$ cat src/rtl/uart_rx_frame_ctrl_if.sv
// Signal bundle between the UART RX frame controller, its sampler and the
// downstream consumer. The slave side is the frame controller itself; the
// master side is whatever drives the serial line, config and the sampler vote.
interface uart_rx_frame_ctrl_if #(
    parameter int DATA_WIDTH = 8
);
    logic                  RX_IN;
    logic [5:0]            Prescale;
    logic                  PAR_EN;
    logic                  PAR_TYP;
    logic                  sampled_bit;
    logic                  sample_en;
    logic [4:0]            edge_count;
    logic [DATA_WIDTH-1:0] P_DATA;
    logic                  data_valid;
    logic                  par_err;
    logic                  stp_err;
    logic                  busy;

    modport slave (
        input  RX_IN, Prescale, PAR_EN, PAR_TYP, sampled_bit,
        output sample_en, edge_count, P_DATA, data_valid, par_err, stp_err, busy
    );

    modport master (
        output RX_IN, Prescale, PAR_EN, PAR_TYP, sampled_bit,
        input  sample_en, edge_count, P_DATA, data_valid, par_err, stp_err, busy
    );
endinterface

$ cat src/rtl/uart_rx_frame_ctrl.sv
// UART receiver frame controller: start detection, bit timing for the
// majority-vote sampler, LSB-first deserialisation, parity/stop checking.
//
// state  | meaning
// -------+---------------------------------------------------------------
// IDLE   | line idle, waiting for RX_IN low; strobe cycle of the last frame
// START  | timing the start bit; false start if it votes high
// DATA   | shifting in DATA_WIDTH data bits, LSB first
// PARITY | checking the parity bit against the received word
// STOP   | checking the stop bit, then publishing the frame
module uart_rx_frame_ctrl #(
    parameter int DATA_WIDTH = 8
) (
    input logic                 clk,
    input logic                 rst_n,
    uart_rx_frame_ctrl_if.slave bus
);
    localparam int IDX_W = (DATA_WIDTH > 1) ? $clog2(DATA_WIDTH) : 1;

    typedef enum logic [2:0] {
        IDLE   = 3'd0,
        START  = 3'd1,
        DATA   = 3'd2,
        PARITY = 3'd3,
        STOP   = 3'd4
    } state_t;

    state_t                state, state_nxt;
    logic [5:0]            prescale_q;
    logic                  par_en_q;
    logic                  par_typ_q;
    logic [4:0]            edge_cnt;
    logic [IDX_W-1:0]      bit_idx;
    logic [DATA_WIDTH-1:0] shift_q;
    logic [DATA_WIDTH-1:0] p_data_q;
    logic                  par_mis_q;
    logic                  data_valid_q;
    logic                  par_err_q;
    logic                  stp_err_q;

    logic                  cfg_load;
    logic                  shift_en;
    logic                  par_chk;
    logic                  frame_done;

    logic [5:0]            prescale_m1;
    logic                  bit_end;
    logic                  presc_ok;
    logic                  last_bit;
    logic                  par_exp;
    logic                  stp;

    // Prescale of 32 wraps to 0 in the low five bits, so 0-1 gives 31 as needed.
    assign prescale_m1 = prescale_q - 6'd1;
    assign bit_end     = (edge_cnt == prescale_m1[4:0]);
    assign presc_ok    = (prescale_q == 6'd8) || (prescale_q == 6'd16) || (prescale_q == 6'd32);
    assign last_bit    = (bit_idx == IDX_W'(DATA_WIDTH - 1));
    assign par_exp     = par_typ_q ? ~^shift_q : ^shift_q;
    assign stp         = ~bus.sampled_bit;

    // State register.
    always_ff @(posedge clk or negedge rst_n) begin
        if (!rst_n) state <= IDLE;
        else        state <= state_nxt;
    end

    // Next-state decode and per-cycle datapath controls.
    always_comb begin
        state_nxt  = state;
        cfg_load   = 1'b0;
        shift_en   = 1'b0;
        par_chk    = 1'b0;
        frame_done = 1'b0;
        case (state)
            IDLE: begin
                if (!bus.RX_IN) begin
                    state_nxt = START;
                    cfg_load  = 1'b1;
                end
            end
            START: begin
                // An illegal ratio cannot time the bit, so drop the frame at once.
                if (!presc_ok)    state_nxt = IDLE;
                else if (bit_end) state_nxt = bus.sampled_bit ? IDLE : DATA;
            end
            DATA: begin
                if (bit_end) begin
                    shift_en = 1'b1;
                    if (last_bit) state_nxt = par_en_q ? PARITY : STOP;
                end
            end
            PARITY: begin
                if (bit_end) begin
                    par_chk   = 1'b1;
                    state_nxt = STOP;
                end
            end
            STOP: begin
                if (bit_end) begin
                    frame_done = 1'b1;
                    state_nxt  = IDLE;
                end
            end
            default: state_nxt = IDLE;
        endcase
    end

    // Frame configuration is frozen at the start edge.
    always_ff @(posedge clk or negedge rst_n) begin
        if (!rst_n) begin
            prescale_q <= 6'd0;
            par_en_q   <= 1'b0;
            par_typ_q  <= 1'b0;
        end else if (cfg_load) begin
            prescale_q <= bus.Prescale;
            par_en_q   <= bus.PAR_EN;
            par_typ_q  <= bus.PAR_TYP;
        end
    end

    // Position within the current bit; parked at 0 whenever the line is idle.
    always_ff @(posedge clk or negedge rst_n) begin
        if (!rst_n)                                     edge_cnt <= 5'd0;
        else if (state == IDLE || state_nxt == IDLE || bit_end) edge_cnt <= 5'd0;
        else                                            edge_cnt <= edge_cnt + 5'd1;
    end

    // Data bit index and LSB-first shift register.
    always_ff @(posedge clk or negedge rst_n) begin
        if (!rst_n) begin
            bit_idx <= '0;
            shift_q <= '0;
        end else if (shift_en) begin
            shift_q[bit_idx] <= bus.sampled_bit;
            bit_idx          <= last_bit ? '0 : bit_idx + 1'b1;
        end else if (state != DATA) begin
            bit_idx <= '0;
        end
    end

    // Parity mismatch flag, cleared per frame so unparitied frames report none.
    always_ff @(posedge clk or negedge rst_n) begin
        if (!rst_n)        par_mis_q <= 1'b0;
        else if (cfg_load) par_mis_q <= 1'b0;
        else if (par_chk)  par_mis_q <= (bus.sampled_bit != par_exp);
    end

    // Publish word and single-cycle status strobes on the stop-bit decision.
    always_ff @(posedge clk or negedge rst_n) begin
        if (!rst_n) begin
            p_data_q     <= '0;
            data_valid_q <= 1'b0;
            par_err_q    <= 1'b0;
            stp_err_q    <= 1'b0;
        end else begin
            data_valid_q <= 1'b0;
            par_err_q    <= 1'b0;
            stp_err_q    <= 1'b0;
            if (frame_done) begin
                p_data_q     <= shift_q;
                data_valid_q <= ~stp & ~par_mis_q;
                par_err_q    <= par_mis_q;
                stp_err_q    <= stp;
            end
        end
    end

    assign bus.busy       = (state != IDLE);
    assign bus.sample_en  = (state != IDLE);
    assign bus.edge_count = edge_cnt;
    assign bus.P_DATA     = p_data_q;
    assign bus.data_valid = data_valid_q;
    assign bus.par_err    = par_err_q;
    assign bus.stp_err    = stp_err_q;
endmodule

$ cat src/flat_wrapper.sv
// flat-port wrapper written by rule: the top's interface ports become plain ports
module uart_rx_frame_ctrl_flat 
#(
    parameter int DATA_WIDTH = 8
)
  (clk, rst_n, bus_RX_IN, bus_Prescale, bus_PAR_EN, bus_PAR_TYP, bus_sampled_bit, bus_sample_en, bus_edge_count, bus_P_DATA, bus_data_valid, bus_par_err, bus_stp_err, bus_busy);
  uart_rx_frame_ctrl_if #(.DATA_WIDTH(DATA_WIDTH)) bus_i ();
  input logic clk;
  input logic rst_n;
  input wire logic [$bits(bus_i.RX_IN)-1:0] bus_RX_IN;
  input wire logic [$bits(bus_i.Prescale)-1:0] bus_Prescale;
  input wire logic [$bits(bus_i.PAR_EN)-1:0] bus_PAR_EN;
  input wire logic [$bits(bus_i.PAR_TYP)-1:0] bus_PAR_TYP;
  input wire logic [$bits(bus_i.sampled_bit)-1:0] bus_sampled_bit;
  output wire logic [$bits(bus_i.sample_en)-1:0] bus_sample_en;
  output wire logic [$bits(bus_i.edge_count)-1:0] bus_edge_count;
  output wire logic [$bits(bus_i.P_DATA)-1:0] bus_P_DATA;
  output wire logic [$bits(bus_i.data_valid)-1:0] bus_data_valid;
  output wire logic [$bits(bus_i.par_err)-1:0] bus_par_err;
  output wire logic [$bits(bus_i.stp_err)-1:0] bus_stp_err;
  output wire logic [$bits(bus_i.busy)-1:0] bus_busy;
  assign bus_i.RX_IN = bus_RX_IN;
  assign bus_i.Prescale = bus_Prescale;
  assign bus_i.PAR_EN = bus_PAR_EN;
  assign bus_i.PAR_TYP = bus_PAR_TYP;
  assign bus_i.sampled_bit = bus_sampled_bit;
  assign bus_sample_en = bus_i.sample_en;
  assign bus_edge_count = bus_i.edge_count;
  assign bus_P_DATA = bus_i.P_DATA;
  assign bus_data_valid = bus_i.data_valid;
  assign bus_par_err = bus_i.par_err;
  assign bus_stp_err = bus_i.stp_err;
  assign bus_busy = bus_i.busy;
  uart_rx_frame_ctrl #(.DATA_WIDTH(DATA_WIDTH)) u_core (.clk(clk), .rst_n(rst_n), .bus(bus_i));
endmodule
$ cat config.mk
export PLATFORM = sky130hd
export DESIGN_NAME = uart_rx_frame_ctrl_flat
export DESIGN_NICKNAME = d
export VERILOG_FILES = /design/src/rtl/uart_rx_frame_ctrl_if.sv /design/src/rtl/uart_rx_frame_ctrl.sv /design/src/flat_wrapper.sv
export SDC_FILE = /design/constraint.sdc
export NUM_CORES = 1
export LEC_CHECK = 0
export CORE_ASPECT_RATIO = 0.6
export CORE_MARGIN = 10
export CORE_UTILIZATION = 25
export DETAILED_ROUTE_END_ITERATION = 8
export DONT_BUFFER_PORTS = 1
export GPL_TIMING_DRIVEN = 0
export HOLD_SLACK_MARGIN = 0.15
export PLACE_DENSITY_LB_ADDON = 0.2
export SLEW_MARGIN = 0
export SYNTH_ARGS = -nofsm -noshare
export SYNTH_HDL_FRONTEND = slang
export SYNTH_SLANG_ARGS = --single-unit
export TNS_END_PERCENT = 1
$ cat constraint.sdc
create_clock -name clk -period 3.2 [get_ports clk]
set_input_delay 0.64 -clock clk [delete_from_list [all_inputs] [get_ports clk]]
set_output_delay 0.64 -clock clk [all_outputs]
set_load 0.01 [all_outputs]
==> flow_summary.json, run 1 <==
{
  "relSlewSlack": 0.667,
  "async_flop_share": 1.00,
  "ios": 30,
  "cts_num_sinks": 39,
  "tns_ns": 0,
  "num_rows": 25,
  "slowest_delay_ns": 0.44,
  "cp_data_arrival_time_ns": 2.62,
  "finalPower_w": 0.00178,
  "die_y_um": 89.3,
  "netlist.top_cell.by_area": "dfrtp_1",
  "grt_max_degree": 40,
  "cts_resized": 0,
  "hp-class": "input pin to async pin",
  "status": "finished, final reports clean",
  "totalWireLength_mm": 4.45,
  "post-synth-top-count-cell": "dfrtp_1",
  "grt_usage": 0.0821,
  "core-area_um2": 7820,
  "cts_tree": "done",
  "viasPerCell": 4.39,
  "critPathRequiredTime_ns": 3.37,
  "ys.flop_type": "dfrtp_1",
  "synth-edff-count": 0,
  "max_freq_ghz": 0.408,
  "irDropWorstVdd_v": 0.000229,
  "clock_latency_ns": 0.28,
  "initial_utilization": 0.256,
  "dieArea_um2": 12100,
  "yosys-top-cells-area": "dfrtp_1 49%, mux2_2 5.6%, mux2_4 5.3%",
  "dp_hpwl_mm": 3.21,
  "synthesis.nets": 192,
  "critPathLaunchType": "flop",
  "finClkSkew_ns": 0.00236,
  "ys_seq_area_frac": 0.488,
  "final_net_count": 200,
  "rsz0062_at_grt": "no",
  "first_pass_iters": 6,
  "drv_cap": 0,
  "p_per_area_nw_per_um2": 764,
  "hold_violations": 0,
  "tightestPinTransition_ns": 0.499,
  "critPathBufInv": 2,
  "first_iter_violations": 49,
  "area_delta_synth_final_pct": 16.4,
  "cts_buffer_depth": 2,
  "wl_per_cell_um": 15.2,
  "vias": 1282,
  "setup_violations": 0,
  "postSynthCellCount": 175,
  "postCtsSetupBuffers": 0,
  "numCtsBuffers": 5,
  "die_w_um": 135,
  "yosys-top-cells-count": "39 x dfrtp_1, 16 x nor2_1, 14 x nand2_1",
  "place.gp.congestion": 0.776,
  "power_leakage_nw": 1.03,
  "cp-end-kind": "flop",
  "dp_slack_ns": 0.751,
  "clk_pin_slew_ns": 0.06,
  "synth.distinct_cells": 38,
  "drive_gt1_frac": 0.190,
  "grt_pass1_vias": 1344,
  "period_needed_ns": 2.45,
  "crit_fanout": 10,
  "io_buffers": 0,
  "grt_pass1_wl_mm": 7.52,
  "yosysWarnings": 0,
  "cts-root-buf": "clkbuf_16",
  "cp_top_family": "simple AND/OR/NAND/NOR gates",
  "htree_levels": 2,
  "drc": 0,
  "finalMaxSlewViolations": 0,
  "syn_area_um2": 2000,
  "syn-mean-instance-area_um2": 11.4,
  "slowest_stage": "nor4_1",
  "period_share": 0.766,
  "crit_type": "flop to flop",
  "antenna_found_initial": 0,
  "ant_nets": 0,
  "n_antenna_cell": 0,
  "worst_slack_ns": 0.748,
  "synth_seq_cells": 39,
  "netlist.area_leader.share": 0.488,
  "grt_overflow": 0,
  "path_cells": "inv_1, ha_1, nand4bb_1, a211oi_2, o311ai_2, buf_6, nor4_1, mux2_1"
}
## worst register-to-register path, stage by stage, from the launching register on
cell and delay, ns:
dfrtp_1 0.41, inv_1 0.11, ha_1 0.25, nand4bb_1 0.15, a211oi_2 0.26, o311ai_2 0.18
buf_6 0.18, nor4_1 0.44, mux2_1 0.37
## cells by family after synthesis
family / after synthesis / share of synthesized area
AO/OA/AOI/OAI: 16 / 0.0557
XOR/XNOR: 17 / 0.0813
adder cells (fa/ha/maj): 5 / 0.0313
buffers and inverters: 15 / 0.0400
flip-flops: 39 / 0.488
multiplexers: 24 / 0.147
AND/OR/NAND/NOR: 59 / 0.157
## worst paths after layout
kind	startpoint	endpoint	slack, ns	depth (start not counted)
setup / recovery	u_core.prescale_q[0]$_DFFE_PN0P_	u_core.shift_q[2]$_DFFE_PN0P_	0.75	8
hold / removal	rst_n	u_core.bus.par_err$_DFF_PN0_	0.19	1
setup reg to reg	u_core.prescale_q[0]$_DFFE_PN0P_	u_core.shift_q[2]$_DFFE_PN0P_	0.75	8
hold reg to reg	u_core.par_mis_q$_DFFE_PN0P_	u_core.bus.data_valid$_DFF_PN0_	0.49	1
max in group asynchronous	rst_n	u_core.par_en_q$_DFFE_PN0P_	2.80	1
min in group clk	bus_Prescale[0]	u_core.prescale_q[0]$_DFFE_PN0P_	0.47	2
## metal layers
layer,up-vias,wire length [um],global-route usage
met3,8,330,0.0320
met5,-,0,0
li1,622,-,-
met4,0,82,0.0379
met1,624,2340,0.117
met2,28,1700,0.104
## sequential cells by signal (all words and copies together), names as in the netlist
name and flops:
u_core.bus.edge_count 5, u_core.shift_q 8, u_core.par_typ_q 1, u_core.bus.P_DATA 8, u_core.prescale_q 6, u_core.par_en_q 1, u_core.state 3, u_core.bus.data_valid 1
u_core.bit_idx 3, u_core.par_mis_q 1, u_core.bus.stp_err 1, u_core.bus.par_err 1
## layout by cell type (no fill, tap or decap), types with 3 or more instances in the layout
cell type and count:
nor4_1 5, mux2_4 7, xnor2_1 10, nand3_1 4, ha_1 5, o21ai_0 8, dfrtp_1 39, nand2b_1 3
nor2_1 16, inv_1 5, xor2_1 6, mux2_1 5, or3_1 3, nand2_1 14, clkbuf_1 5, a21oi_1 3
clkbuf_16 5, mux2_2 10
## power breakdown
group | internal [W] | leakage [nW] | total, W | switching [W]
sequential | 0.000572 | 0.525 | 0.000655 | 0.0000827
combinational | 0.000247 | 0.418 | 0.000538 | 0.000291
clock | 0.000388 | 0.0868 | 0.000586 | 0.000198
## layout make-up
class                           count  area, um2
Timing Repair Buffer                1       20.0
Sequential cell                    39        976
Buffer                             10       61.3
Fill cell                         841       5490
Inverter                            5       18.8
Tap cell                          108        135
Clock inverter                      2       35.0
Multi-Input combinational cell    121        945
Clock buffer                        6        139
## per-stage QoR
stage / utilization / cell area, um2 / cells / hold slack (ns)
global route: 0.298 / 2330 / 292 / 0.197
CTS: 0.298 / 2330 / 292 / 0.201
finish: 0.298 / 2330 / 292 / 0.194
floorplan: - / 2000 / 175 / 0.344
global placement: 0.273 / 2140 / 283 / 0.347
detailed placement: 0.273 / 2140 / 283 / 0.347
## timing repair
| action | CTS | global route |
|---|---|---|
| endpoints found under the setup margin | 0 | 0 |
| hold buffers | 1 | 0 |
| endpoints found under the hold margin | 39 | 0 |
Power figures use the tool's default switching activity.
==> inputs of run 2 (changes only) <==
==> constraint.sdc (replaced) <==
create_clock -name clk -period 2.5 [get_ports clk]
set_input_delay 0.5 -clock clk [delete_from_list [all_inputs] [get_ports clk]]
set_output_delay 0.5 -clock clk [all_outputs]
set_load 0.01 [all_outputs]
==> flow_summary.json, run 2 (same netlist as run 1, synthesis figures left out) <==
{
  "drive_gt1_frac": 0.205,
  "ios": 30,
  "critPathRequiredTime_ns": 2.67,
  "cts_num_sinks": 39,
  "num_rows": 25,
  "clk_pin_slew_ns": 0.06,
  "first_pass_iters": 4,
  "tightestPinTransition_ns": 0.609,
  "cts_buffer_depth": 2,
  "grt_pass1_wl_mm": 7.54,
  "num-fill-cells": 835,
  "design_area_um2": 2370,
  "critPathLaunchType": "flop",
  "drv_cap": 0,
  "relSlewSlack": 0.594,
  "period_needed_ns": 2.35,
  "grt_max_degree": 40,
  "vias": 1270,
  "crit_type": "flop to flop",
  "status": "finished, final reports clean",
  "layout_common_cells": "39 x dfrtp_1, 16 x nor2_1, 14 x nand2_1",
  "clock_latency_ns": 0.29,
  "finalPower_w": 0.00230,
  "grt_pass1_vias": 1350,
  "viasPerCell": 4.33,
  "die_y_um": 89.3,
  "grt_usage": 0.0823,
  "max_freq_ghz": 0.425,
  "area_delta_synth_final_pct": 18.3,
  "wl_per_cell_um": 15.4,
  "place.gp.congestion": 0.776,
  "die_w_um": 135,
  "dieArea_um2": 12100,
  "totalWireLength_mm": 4.52,
  "rsz0062_at_grt": "no",
  "finClkSkew_ns": 0.00238,
  "irDropWorstVdd_v": 0.000293,
  "io_buffers": 0,
  "antenna_found_initial": 0,
  "crit_fanout": 10,
  "core-area_um2": 7820,
  "power_leakage_nw": 1.05,
  "cp-end-kind": "flop",
  "place_area_um2": 2140,
  "cp_data_arrival_time_ns": 2.52,
  "final_net_count": 201,
  "multiInputGateArea_um2": 972,
  "ant_nets": 0,
  "cts_tree": "done",
  "seq_area_um2": 976,
  "n_antenna_cell": 0,
  "htree_levels": 2,
  "initial_utilization": 0.256,
  "final_common_cell": "dfrtp_1",
  "tns_ns": 0,
  "finalMaxSlewViolations": 0,
  "first_iter_violations": 46,
  "cts-root-buf": "clkbuf_16",
  "hp-class": "input pin to flop",
  "setup_violations": 0,
  "numCtsBuffers": 5,
  "grt_overflow": 0,
  "p_per_area_nw_per_um2": 970,
  "hold_violations": 0,
  "drc": 0,
  "dp_hpwl_mm": 3.21,
  "period_share": 0.941,
  "hold_slack_ns": 0.332
}
## run 2: changes by cell type in the layout (fill, tap and decap cells not counted), sizes merged
cell / delta
dlygate4sd3: +1
## run 2: metrics by stage
step	util	instances	setup WS (ns)
finish	0.303	293	0.147
global route	0.303	293	0.00553
CTS	0.299	293	0.0260
detailed placement	0.273	283	0.0509
global placement	0.273	283	0.0649
floorplan	-	175	0.393
## run 2: worst paths after layout
path                            slack, ns                               end  depth (start not counted)                        startpoint
worst max-delay path                 0.15     u_core.shift_q[2]$_DFFE_PN0P_                          8  u_core.prescale_q[0]$_DFFE_PN0P_
min in group asynchronous            0.67      u_core.bus.par_err$_DFF_PN0_                          2                             rst_n
worst max register to register       0.15     u_core.shift_q[2]$_DFFE_PN0P_                          8  u_core.prescale_q[0]$_DFFE_PN0P_
worst min-delay path                 0.33  u_core.prescale_q[0]$_DFFE_PN0P_                          2                   bus_Prescale[0]
worst min register to register       0.49   u_core.bus.data_valid$_DFF_PN0_                          1      u_core.par_mis_q$_DFFE_PN0P_
max in group asynchronous            1.63       u_core.par_en_q$_DFFE_PN0P_                          2                             rst_n
## run 2: repair_timing
item                                   CTS  global route
hold buffers                             2             0
endpoints found under the hold margin   39             0
setup buffers                            0             0
setup endpoints to repair                0             4
resized for setup                        0             5
## run 2: layer usage
metal,global-route usage,vias to the layer above,part of all wire
li1,-,622,-
met1,0.117,617,0.53
met2,0.104,23,0.38
met3,0.0320,8,0.066
met4,0.0379,0,0.018
met5,0,-,0
## run 2: power breakdown
part | internal [W] | switching (W)
Combinational | 0.000319 | 0.000385
Sequential | 0.000732 | 0.000107
Clock | 0.000496 | 0.000256
## run 2: cell type report
cell class,instances,share of cell area
Clock inverter,2,0.0148
Buffer,10,0.0259
Timing Repair Buffer,2,0.0127
Multi-Input combinational cell,121,0.411
Clock buffer,6,0.0587
Sequential cell,39,0.412
Tap cell,108,0.0571
Inverter,5,0.00793
## run 2: worst max-delay path, cell delays in order, from the launching register on
cell and delay, ns:
dfrtp_1 0.41, inv_1 0.11, ha_1 0.25, nand4bb_1 0.15
a211oi_2 0.26, o311ai_2 0.18, buf_6 0.19, nor4_2 0.34
mux2_1 0.35
